## src/rtl/vga_pkg.sv

```systemverilog
// vga_pkg: shared timing types and constants for the VGA timing generator.
//   vga_timing_t : one complete timing set (porches, sync widths, polarities)
//   VGA_640X480  : 640x480 set, 800 x 521 total
//   VGA_800X600  : 800x600 set, 1056 x 628 total
//   vga_htot / vga_vtot : total pixels per line / lines per frame of a set
package vga_pkg;

    typedef struct packed {
        logic [11:0] hvid;
        logic [11:0] hfp;
        logic [11:0] hs;
        logic [11:0] hbp;
        logic [11:0] vvid;
        logic [11:0] vfp;
        logic [11:0] vs;
        logic [11:0] vbp;
        logic        hpol;
        logic        vpol;
    } vga_timing_t;

    localparam vga_timing_t VGA_640X480 = '{
        hvid: 12'd640, hfp: 12'd16, hs: 12'd96,  hbp: 12'd48,
        vvid: 12'd480, vfp: 12'd10, vs: 12'd2,   vbp: 12'd29,
        hpol: 1'b1,    vpol: 1'b1
    };

    localparam vga_timing_t VGA_800X600 = '{
        hvid: 12'd800, hfp: 12'd40, hs: 12'd128, hbp: 12'd88,
        vvid: 12'd600, vfp: 12'd1,  vs: 12'd4,   vbp: 12'd23,
        hpol: 1'b1,    vpol: 1'b1
    };

    // 14 bits hold the sum of four 12-bit fields without overflow.
    function automatic logic [13:0] vga_htot(input vga_timing_t t);
        return {2'b00, t.hvid} + {2'b00, t.hfp} + {2'b00, t.hs} + {2'b00, t.hbp};
    endfunction

    function automatic logic [13:0] vga_vtot(input vga_timing_t t);
        return {2'b00, t.vvid} + {2'b00, t.vfp} + {2'b00, t.vs} + {2'b00, t.vbp};
    endfunction

endpackage

```

## src/rtl/vga_axis_counter.sv

```systemverilog
// vga_axis_counter: wrap counter for one screen axis.
//   clk_25   in  pixel-domain clock
//   n_rst    in  synchronous active-low reset (count -> 0)
//   adv      in  advance this cycle
//   term     in  terminal count (total-1) of the active timing set
//   cnt      out current count (registered)
//   cnt_nxt  out count after this edge (combinational look-ahead)
//   at_term  out count is at or beyond term; wraps on the next advance
module vga_axis_counter #(
    parameter int CW = 11
) (
    input  logic          clk_25,
    input  logic          n_rst,
    input  logic          adv,
    input  logic [CW-1:0] term,
    output logic [CW-1:0] cnt,
    output logic [CW-1:0] cnt_nxt,
    output logic          at_term
);

    logic [CW-1:0] cnt_q, cnt_d;

    // >= rather than == so a count left out of range (e.g. after the
    // terminal shrinks) still wraps on the next advance.
    always_comb begin
        at_term = (cnt_q >= term);
        cnt_d   = cnt_q;
        if (adv) begin
            cnt_d = at_term ? '0 : cnt_q + {{(CW-1){1'b0}}, 1'b1};
        end
    end

    always_ff @(posedge clk_25) begin
        if (!n_rst) begin
            cnt_q <= '0;
        end else begin
            cnt_q <= cnt_d;
        end
    end

    assign cnt     = cnt_q;
    assign cnt_nxt = cnt_d;

endmodule

```

## src/rtl/vga_timing_gen.sv

```systemverilog
// vga_timing_gen: two-mode VGA timing generator with frame-boundary mode switch.
//   clk_25       in  pixel-domain clock
//   n_rst        in  synchronous active-low reset
//   pix_ce       in  pixel clock-enable; counters advance only when high
//   mode_sel     in  requested timing set (0: TIMING0, 1: TIMING1)
//   mode_active  out timing set currently driving the counters
//   mode_pending out switch requested, waiting for the end of the frame
//   hsync/vsync  out syncs at the polarity of the active set
//   video_on     out inside the active picture
//   pixel_x/y    out coordinates
//   line_start   out 1-clk pulse when pixel_x becomes 0
//   frame_start  out 1-clk pulse when (pixel_x, pixel_y) becomes (0,0)
//   frame_cnt    out 16-bit frame counter, only when VGA_FRAME_CNT_EN is defined
// All outputs are registered from the look-ahead coordinates, so they line up
// with pixel_x/pixel_y on the same cycle.
module vga_timing_gen
    import vga_pkg::*;
#(
    parameter int          CW      = 11,
    parameter vga_timing_t TIMING0 = VGA_640X480,
    parameter vga_timing_t TIMING1 = VGA_800X600
) (
    input  logic          clk_25,
    input  logic          n_rst,
    input  logic          pix_ce,
    input  logic          mode_sel,
    output logic          mode_active,
    output logic          mode_pending,
    output logic          hsync,
    output logic          vsync,
    output logic          video_on,
    output logic [CW-1:0] pixel_x,
    output logic [CW-1:0] pixel_y,
    output logic          line_start,
    output logic          frame_start
`ifdef VGA_FRAME_CNT_EN
    ,
    output logic [15:0]   frame_cnt
`endif
);

    // Compare limits of one set, truncated to the counter width.
    typedef struct packed {
        logic [CW-1:0] hvid;
        logic [CW-1:0] hs_beg;
        logic [CW-1:0] hs_end;
        logic [CW-1:0] vvid;
        logic [CW-1:0] vs_beg;
        logic [CW-1:0] vs_end;
        logic          hpol;
        logic          vpol;
    } lim_t;

    function automatic lim_t mk_lim(input vga_timing_t t);
        lim_t        l;
        logic [13:0] hb, he, vb, ve;
        hb = {2'b00, t.hvid} + {2'b00, t.hfp};
        he = hb + {2'b00, t.hs};
        vb = {2'b00, t.vvid} + {2'b00, t.vfp};
        ve = vb + {2'b00, t.vs};
        l.hvid   = CW'(t.hvid);
        l.hs_beg = CW'(hb);
        l.hs_end = CW'(he);
        l.vvid   = CW'(t.vvid);
        l.vs_beg = CW'(vb);
        l.vs_end = CW'(ve);
        l.hpol   = t.hpol;
        l.vpol   = t.vpol;
        return l;
    endfunction

    localparam lim_t          LIM0   = mk_lim(TIMING0);
    localparam lim_t          LIM1   = mk_lim(TIMING1);
    localparam logic [CW-1:0] HTERM0 = CW'(vga_htot(TIMING0) - 14'd1);
    localparam logic [CW-1:0] VTERM0 = CW'(vga_vtot(TIMING0) - 14'd1);
    localparam logic [CW-1:0] HTERM1 = CW'(vga_htot(TIMING1) - 14'd1);
    localparam logic [CW-1:0] VTERM1 = CW'(vga_vtot(TIMING1) - 14'd1);

    if (int'(vga_htot(TIMING0)) > (1 << CW) || int'(vga_vtot(TIMING0)) > (1 << CW) ||
        int'(vga_htot(TIMING1)) > (1 << CW) || int'(vga_vtot(TIMING1)) > (1 << CW))
    begin : g_cfg_err
        $error("vga_timing_gen: a timing set does not fit in CW-bit counters");
    end

    typedef enum logic {RUN = 1'b0, PEND = 1'b1} mode_state_t;

    mode_state_t   state_q, state_d;
    logic          mode_active_q, mode_active_d;
    logic          mode_pending_q, mode_pending_d;
    logic          hsync_q, hsync_d;
    logic          vsync_q, vsync_d;
    logic          video_on_q, video_on_d;
    logic          line_start_q, line_start_d;
    logic          frame_start_q, frame_start_d;

    logic [CW-1:0] x_cnt, y_cnt, x_nxt, y_nxt;
    logic [CW-1:0] hterm, vterm;
    logic          x_end, y_end;
    lim_t          nxt;

    // Counters always wrap against the set currently in force.
    assign hterm = mode_active_q ? HTERM1 : HTERM0;
    assign vterm = mode_active_q ? VTERM1 : VTERM0;

    vga_axis_counter #(.CW(CW)) u_hcnt (
        .clk_25  (clk_25),
        .n_rst   (n_rst),
        .adv     (pix_ce),
        .term    (hterm),
        .cnt     (x_cnt),
        .cnt_nxt (x_nxt),
        .at_term (x_end)
    );

    vga_axis_counter #(.CW(CW)) u_vcnt (
        .clk_25  (clk_25),
        .n_rst   (n_rst),
        .adv     (pix_ce & x_end),
        .term    (vterm),
        .cnt     (y_cnt),
        .cnt_nxt (y_nxt),
        .at_term (y_end)
    );

    always_comb begin
        state_d       = state_q;
        mode_active_d = mode_active_q;
        case (state_q)
            RUN: begin
                if (mode_sel != mode_active_q) state_d = PEND;
            end
            PEND: begin
                // Request withdrawn wins over the boundary; otherwise switch on
                // the last pixel edge of the frame, where both counters wrap.
                if (mode_sel == mode_active_q) begin
                    state_d = RUN;
                end else if (pix_ce && x_end && y_end) begin
                    state_d       = RUN;
                    mode_active_d = mode_sel;
                end
            end
        endcase
        mode_pending_d = (state_d == PEND);

        // Outputs on the switch edge already follow the new set.
        nxt = mode_active_d ? LIM1 : LIM0;

        hsync_d    = hsync_q;
        vsync_d    = vsync_q;
        video_on_d = video_on_q;
        if (pix_ce) begin
            video_on_d = (x_nxt < nxt.hvid) && (y_nxt < nxt.vvid);
            hsync_d    = ((x_nxt >= nxt.hs_beg) && (x_nxt < nxt.hs_end)) ? nxt.hpol : ~nxt.hpol;
            vsync_d    = ((y_nxt >= nxt.vs_beg) && (y_nxt < nxt.vs_end)) ? nxt.vpol : ~nxt.vpol;
        end
        line_start_d  = pix_ce && (x_nxt == '0);
        frame_start_d = line_start_d && (y_nxt == '0);
    end

    always_ff @(posedge clk_25) begin
        if (!n_rst) begin
            state_q        <= RUN;
            mode_active_q  <= 1'b0;
            mode_pending_q <= 1'b0;
            hsync_q        <= ~TIMING0.hpol;
            vsync_q        <= ~TIMING0.vpol;
            video_on_q     <= 1'b0;
            line_start_q   <= 1'b0;
            frame_start_q  <= 1'b0;
        end else begin
            state_q        <= state_d;
            mode_active_q  <= mode_active_d;
            mode_pending_q <= mode_pending_d;
            hsync_q        <= hsync_d;
            vsync_q        <= vsync_d;
            video_on_q     <= video_on_d;
            line_start_q   <= line_start_d;
            frame_start_q  <= frame_start_d;
        end
    end

    assign mode_active  = mode_active_q;
    assign mode_pending = mode_pending_q;
    assign hsync        = hsync_q;
    assign vsync        = vsync_q;
    assign video_on     = video_on_q;
    assign pixel_x      = x_cnt;
    assign pixel_y      = y_cnt;
    assign line_start   = line_start_q;
    assign frame_start  = frame_start_q;

`ifdef VGA_FRAME_CNT_EN
    logic [15:0] frame_cnt_q, frame_cnt_d;

    always_comb begin
        frame_cnt_d = frame_start_d ? frame_cnt_q + 16'd1 : frame_cnt_q;
    end

    always_ff @(posedge clk_25) begin
        if (!n_rst) begin
            frame_cnt_q <= 16'd0;
        end else begin
            frame_cnt_q <= frame_cnt_d;
        end
    end

    assign frame_cnt = frame_cnt_q;
`endif

endmodule
```

## config.mk

```make
export PLATFORM = sky130hd
export DESIGN_NAME = vga_timing_gen
export DESIGN_NICKNAME = d
export VERILOG_FILES = /design/src/rtl/vga_pkg.sv /design/src/rtl/vga_axis_counter.sv /design/src/rtl/vga_timing_gen.sv
export SDC_FILE = /design/constraint.sdc
export NUM_CORES = 1
export LEC_CHECK = 0
export CORE_ASPECT_RATIO = 1.2
export CORE_MARGIN = 2
export CORE_UTILIZATION = 25
export DETAILED_ROUTE_END_ITERATION = 12
export SLEW_MARGIN = 10
export SYNTH_ARGS = -nofsm -noshare
export SYNTH_HDL_FRONTEND = slang
export SYNTH_SLANG_ARGS = --single-unit
```

## constraint.sdc

```tcl
create_clock -name clk_25 -period 10.12 [get_ports clk_25]
set_clock_uncertainty 0.05 [all_clocks]
set_input_delay 2.53 -clock clk_25 [delete_from_list [all_inputs] [get_ports clk_25]]
set_output_delay 2.53 -clock clk_25 [all_outputs]
set_load 0.01 [all_outputs]
```

# == Word-level counts from Yosys, hierarchy flattened ==
# Index checks and enable logic that the tools add are counted.
# op_classes
bitwise_logic,4
order_cmp,8
muxes,16
reduce_logical,9
n_eq_ne,2
n_addsub,2
# ops
cell,count
$mux W66,1
$mux W11,5
$ge A11 B11 Y1,3
$lt A11 B11 Y1,3
$add A11 B1 Y11 const B,2
$logic_not A11 Y1,2
$ge A11 B10 Y1,1
$lt A11 B10 Y1,1
$mux W1,8
$logic_and A1 B1 Y1,7
$mux W7,1
$not A1 Y1,3
$pmux W1 S2,1
$and A1 B1 Y1,1
$eq A1 B1 Y1,1
$ne A1 B1 Y1,1
# totals
register_bits,29
wordCells,50
inputBits,4

# == Logic depth before layout (Yosys ltp) ==
# Gate-level depths: netlist (run 1).
# depth
ltp_word,11
depth_mapped,15

# == By module ==
# Synthesis (run 1) repeated with hierarchy kept, for this count alone.
# unflattened
cells_unflattened,291
hier_area_um2,2429.8
# by_module_without_submodules
mod,cells_per_inst,n_inst,area_per_inst_um2
vga_axis_counter,106,2,898.4
vga_timing_gen,79,1,633.1

# == Worst setup path before layout (run 1) ==
# Ideal clock, no wire load.
# synth_timing
path_kind,input to register
start,input pix_ce
end,"register vsync_q, in the netlist vsync"
arrival_ns,5.100
required_ns,10.001
path_stages,12
setup_ns,0.069
slack_ns,4.901
path_cell_list,buf_4 > clkbuf_1 > a22oi_1 > clkbuf_1 > a221oi_1 > inv_1 > ha_1 > a21o_1 > a211oi_1 > o21a_1 > or4b_1 > o21ai_1
# synth_rtl
element,line,text
start: declaration,vga_timing_gen.sv:25,"input logic pix_ce,"
$and A1 B1 Y1 *,vga_timing_gen.sv:118,".adv (pix_ce & x_end),"
$mux W11 *,vga_axis_counter.sv:28,if (adv) begin
net u_vcnt.cnt_nxt[8],vga_axis_counter.sv:17,"output logic [CW-1:0] cnt_nxt,"
$ge A11 B11 Y1 or $lt A11 B11 Y1 (tied branches),vga_timing_gen.sv:154,vsync_d = ((y_nxt >= nxt.vs_beg) && (y_nxt < nxt.vs_end)) ? nxt.vpol : ~nxt.vpol;
$logic_and A1 B1 Y1 *,vga_timing_gen.sv:154,
$mux W1 *,vga_timing_gen.sv:154,
end signal: assignment,vga_timing_gen.sv:166,vsync_q <= ~TIMING0.vpol;
end signal: assignment,vga_timing_gen.sv:175,vsync_q <= vsync_d;
end: declaration,vga_timing_gen.sv:91,"logic vsync_q, vsync_d;"
# Mark *: on every way through the listed nets, which the timed path passes. The rest lies on a longest branch.
# A chain may end at the register's enable or synchronous reset.

# == Worst setup path after layout (run 1) ==
# Same ends and word-level chain as after synthesis.

==> impl_metrics.ini, run 1 <==
[cells_and_area]
syn_to_final_growth_pct = 24.7
post-route-util_pct = 31.9
drive_gt1_share_pct = 9.73
final_cells = 415
antenna_cells = 0
final_nets = 326

[placed_design]
port_buffers = 32
place_congestion = 0.819
place_hpwl_mm = 4.66
dp_cells = 407

[setup_path]
cp_max_fo = 17
start_kind = input pin
path_buf_inv = 3
critPathSlowestCell = clkdlybuf4s50_1
end_kind = register
crit_required_ps = 10280
critPathArrivalTime_ps = 6000
path_cells = clkdlybuf4s50_1 -> and2_4 -> a22oi_1 -> buf_4 -> a21oi_2 -> a221oi_1 -> inv_1 -> ha_1 -> a21o_1 -> a211oi_1 -> o21a_1 -> or4b_1 -> o21ai_1
slowest_delay_ps = 710
worstSetupPathType = in -> reg
cp-startpoint = pix_ce
r2r-start = mode_active
path_delay_family = compound AO/OA/AOI/OAI gates

[grt]
grt_overflow = 0
grt_pass1_vias = 2059
grt_max_degree = 20
grt_pass1_wl_mm = 10.1
grt_antenna_before_repair = 0
globalRouteTotalUtil_pct = 13.4

[clocking]
cts_max_path_buffers = 2
h-tree-depth = 2
cts_root_buf = clkbuf_8
clk_pin_slew_ps = 70
cts.sinks = 29
clock_latency_ps = 290
cts_buffers = 5
cts_resized = 0
cts-hold-fix-buffers = 0
cts_setup_buffers = 0
cts_tree = done

[synthesis]
avgSynthCellArea_um2 = 8.26
synth_warnings = 0
yosys.area.top_type = dfxtp_1
synthArstFlopShare_pct = 0
yosysTopAreaCellShare_pct = 26.5
mappedNetlistNets = 294
syn_area_um2 = 2190
synthTopCellsByArea = dfxtp_1 (27%), ha_1 (14%), nor2_1 (5.8%), a21oi_1 (4.3%), nand3_1 (3.0%)
yosysUniqueCellTypes = 66
synthCells = 265
ys_ff_latch = 29
synthFlopType = dfxtp_1
synth_edf_count = 0
seq_area_frac_synth_pct = 26.5

[timing]
setup_viol = 0
fin_crit_ps = 5840
finalHoldViolCount = 0
finalSetupTns_ps = 0
grt_setup_unrepaired = no
clock.fmax_ghz = 0.171
tightest_slew_ps = 716
fin_crit_sh_pct = 57.7
slew_violations = 0
relSlewSlack_pct = 52.3

[hold_path]
worstHoldPathType = reg -> reg
min-delay-start = hsync

[drt]
dr.pass1.iters = 4
ant_nets = 0
post-route-drc-count = 0
vias_per_cell = 5.08
drt_iter0_markers = 136
routed-via-count = 2108
routed_wl_mm = 6.05
detail_route.wl_per_cell_um = 14.6

[die]
dieArea_um2 = 9530
core_um2 = 8560
start_util_pct = 25.6
die_w_um = 89.4
core.rowCount = 37
fp.dieH_um = 107
pin_count = 33

[pwr]
power_mw = 0.263
powerDensity_nw_per_um2 = 96.3
peakVddDrop_mv = 0.0588
leakage_nw = 1.11

[status]
status = finished clean

[flow_run]
cap_viol_max_count = 0
==> layout make-up <==
| class | instances | area, um^2 |
|---|---|---|
| clock buffer | 6 | 82.6 |
| clock inverter | 2 | 37.5 |
| fill | 912 | 5830 |
| inverter | 15 | 56.3 |
| multi-input combinational | 213 | 1500 |
| sequential | 29 | 581 |
| tap | 117 | 146 |
| timing repair buffer | 33 | 328 |
==> worst min-delay path, delay by kind of cell (launching register included) <==
family,cells,cell delay (ps)
and+or+nand+nor,1,60
DFF,1,310
AOI/OAI and AO/OA,1,60
==> per-stage QoR <==
| stage | area (um^2) | worst slack [ps] | hold WS (ps) |
|---|---|---|---|
| final | 2730 | 4280 | 422 |
| after global routing | 2730 | 3960 | 441 |
| after CTS | 2730 | 4320 | 422 |
| after detailed placement | 2610 | 4060 | 405 |
| after global placement | 2610 | 4180 | 408 |
| after floorplan | 2190 | 4900 | 419 |
==> state kept, by name, indices dropped and copies added (netlist names) <==
signal and flops:
line_start 1, mode_active 1, u_hcnt.cnt 11, frame_start 1
mode_pending 1, video_on 1, vsync 1, u_vcnt.cnt 11
hsync 1
==> cell usage after synthesis (all sizes together) (5+ instances only) <==
cell type	n
nor3	11
inv	14
dfxtp	29
a21oi	21
xnor2	6
o21ai	9
nand3	14
nor2	35
ha	25
nand2	17
and3	5
a221oi	6
==> path summary, 6_finish.rpt <==
check / end / slack [ps] / cells after the start
min reg2reg: hsync / 420 / 2
max reg2reg: vsync / 6040 / 15
min: hsync / 420 / 2
max: vsync / 4280 / 13
==> logic make-up after synthesis <==
family,count (synthesis),synth area share (%)
multiplexers,3,1.43
flip-flops,29,26.5
adder cells (fa/ha/maj),25,14.3
XOR/XNOR,9,3.60
buffers and inverters,23,5.03
AND/OR/NAND/NOR,115,28.5
AO/OA/AOI/OAI,61,20.7
==> power breakdown <==
part / total (mW) / internal [mW] / switching, mW / leakage (nW)
Combinational: 0.0144 / 0.00649 / 0.00790 / 0.822
Sequential: 0.118 / 0.116 / 0.00209 / 0.235
Clock: 0.131 / 0.0800 / 0.0507 / 0.0574
Total: 0.263 / 0.202 / 0.0607 / 1.11
==> per-layer routing <==
layer	wire (um)	part of all wire, %	up-vias	global-route usage, %
met5	0	0	-	0
met4	149	2.5	0	5.12
met3	280	4.6	12	2.17
met2	2900	48	56	21.3
met1	2720	45	998	18.1
li1	-	-	1042	-
==> layout by cell type, fill, tap and decap left out, types with 6 or more instances in the layout <==
master,n
dfxtp_1,29
a221oi_1,6
nor2_1,34
ha_1,25
nor3_1,10
o21ai_0,6
xnor2_1,6
clkbuf_8,6
inv_1,14
nand2_1,17
a21oi_1,19
nand3_1,13
clkdlybuf4s50_1,32
(Power assumes the default switching activity.)
==> run 2: changes to the inputs <==
Clock period 10.12 ns to 5.9 ns, I/O delays scaled along.
==> run 2 against run 1 <==
  * Sequential power grew 71%
  * Non-clock buffer count grew 1
  * Routed wire length grew 3.1%
  * Global-route usage grew 0.20 points
  * Largest power group is now registers
==> impl_metrics.ini, run 2 (synthesis gave the netlist of run 1 again) <==
[placed_design]
port_buffers = 32
place_congestion = 0.823
place_hpwl_mm = 4.76
dp_cells = 408

[cells_and_area]
antenna_cells = 0
layout_commonest_cell = nor2_1
final_cells = 416
drive_gt1_share_pct = 9.70
syn_to_final_growth_pct = 23.3
final_cell_mix = nor2_1 (34), clkdlybuf4s50_1 (32), dfxtp_1 (29)
final_nets = 327

[drt]
vias_per_cell = 5.14
drt_iter0_markers = 119
ant_nets = 0
dr.pass1.iters = 4
post-route-drc-count = 0
routed_wl_mm = 6.23
routed-via-count = 2138
detail_route.wl_per_cell_um = 15.0

[die]
fp.dieH_um = 107
dieArea_um2 = 9530
start_util_pct = 25.6
core_um2 = 8560
core.rowCount = 37
die_w_um = 89.4
pin_count = 33

[pwr]
switchingPower_mw = 0.0964
powerDensity_nw_per_um2 = 144
combPwrFrac_pct = 6.5
clkPwrFrac_pct = 41.5
peakVddDrop_mv = 0.0690
sw_frac_of_total_pct = 24.8
internal_power_mw = 0.292
leakage_nw = 1.11
pwr-share-seq_pct = 52.0

[status]
status = finished clean

[clocking]
cts_resized = 0
cts_root_buf = clkbuf_8
cts_tree = done
cts.sinks = 29
cts_max_path_buffers = 2
h-tree-depth = 2
cts_buffers = 5
clock_latency_ps = 280
cts_setup_buffers = 0
cts-hold-fix-buffers = 0
clk_pin_slew_ps = 60

[timing]
tightest_slew_ps = 804
setup_viol = 0
relSlewSlack_pct = 46.4
finalSetupTns_ps = 0
fin_crit_ps = 4620
grt_setup_unrepaired = no
slew_violations = 0
finalHoldViolCount = 0
fin_crit_sh_pct = 78.2
clock.fmax_ghz = 0.217

[grt]
grt_overflow = 0
grt_antenna_before_repair = 0
grt_max_degree = 20
grt_pass1_vias = 2128
globalRouteTotalUtil_pct = 13.6
grt_pass1_wl_mm = 10.2

[setup_path]
r2r-end = vsync
critPathArrivalTime_ps = 4780
reg2regPathDepth = 14
regToRegSetupSlack_ps = 1740
end_kind = register
worstSetupPathType = in -> reg
cp_max_fo = 8
r2r-start = mode_active
crit_required_ps = 6060
start_kind = input pin

[hold_path]
worstHoldPathType = reg -> reg
min_path_cells = 2
min-delay-start = hsync
min_to = hsync

[flow_run]
cap_viol_max_count = 0
[run 2: power by group through the flow]
stage | combinational (mW) | sequential, mW | clock [mW]
after global routing | 0.0280 | 0.202 | 0.173
after CTS | 0.0252 | 0.202 | 0.167
after global placement | 0.0251 | 0.206 | 0
final | 0.0251 | 0.202 | 0.161
after floorplan | 0.0123 | 0.207 | 0
after detailed placement | 0.0250 | 0.206 | 0
[run 2: critical path, stage by stage]
cell and delay [ps]:
clkdlybuf4s50_1 570, and2_4 230, a22oi_1 390, a21oi_2 160, a221oi_1 430, inv_1 100
ha_1 300, a21o_1 160, a211oi_1 230, o21a_1 170, or4b_1 430, o21ai_1 140
[run 2: how the worst max path moves through the flow]
stage                 from  endpoint  slack [ps]  depth (start not counted)
floorplan           pix_ce     vsync        1740                         12
global placement    pix_ce     vsync        1150                         12
detailed placement  pix_ce     vsync        1020                         12
CTS                 pix_ce     vsync        1300                         12
global route        pix_ce     vsync        1010                         12
finish              pix_ce     vsync        1280                         12
[run 2: layout make-up]
cell class | instances | area (um^2)
fillers | 920 | 5860
clock buffers | 6 | 72.6
repair buffers | 34 | 335
inverters | 15 | 56.3
well taps | 117 | 146
flip-flops and latches | 29 | 581
multi-input cells | 213 | 1500
clock inverters | 2 | 10.0
[run 2: metrics by stage]
stage	area (um^2)	total power [mW]	utilization, %	hold WS (ps)	worst slack [ps]
2_1_floorplan	2190	0.219	-	419	1740
3_3_place_gp	2620	0.231	30.6	413	1150
3_5_place_dp	2620	0.231	30.6	403	1020
4_1_cts	2700	0.394	31.5	423	1300
5_1_grt	2700	0.403	31.5	445	1010
6_report	2700	0.388	31.5	420	1280
[run 2: routing by layer]
layer	track usage (%)	routed length [um]	vias up
met5	0	0	-
met4	5.01	102	0
met3	2.80	223	8
met2	23.0	3150	39
met1	16.8	2750	1043
li1	-	-	1048
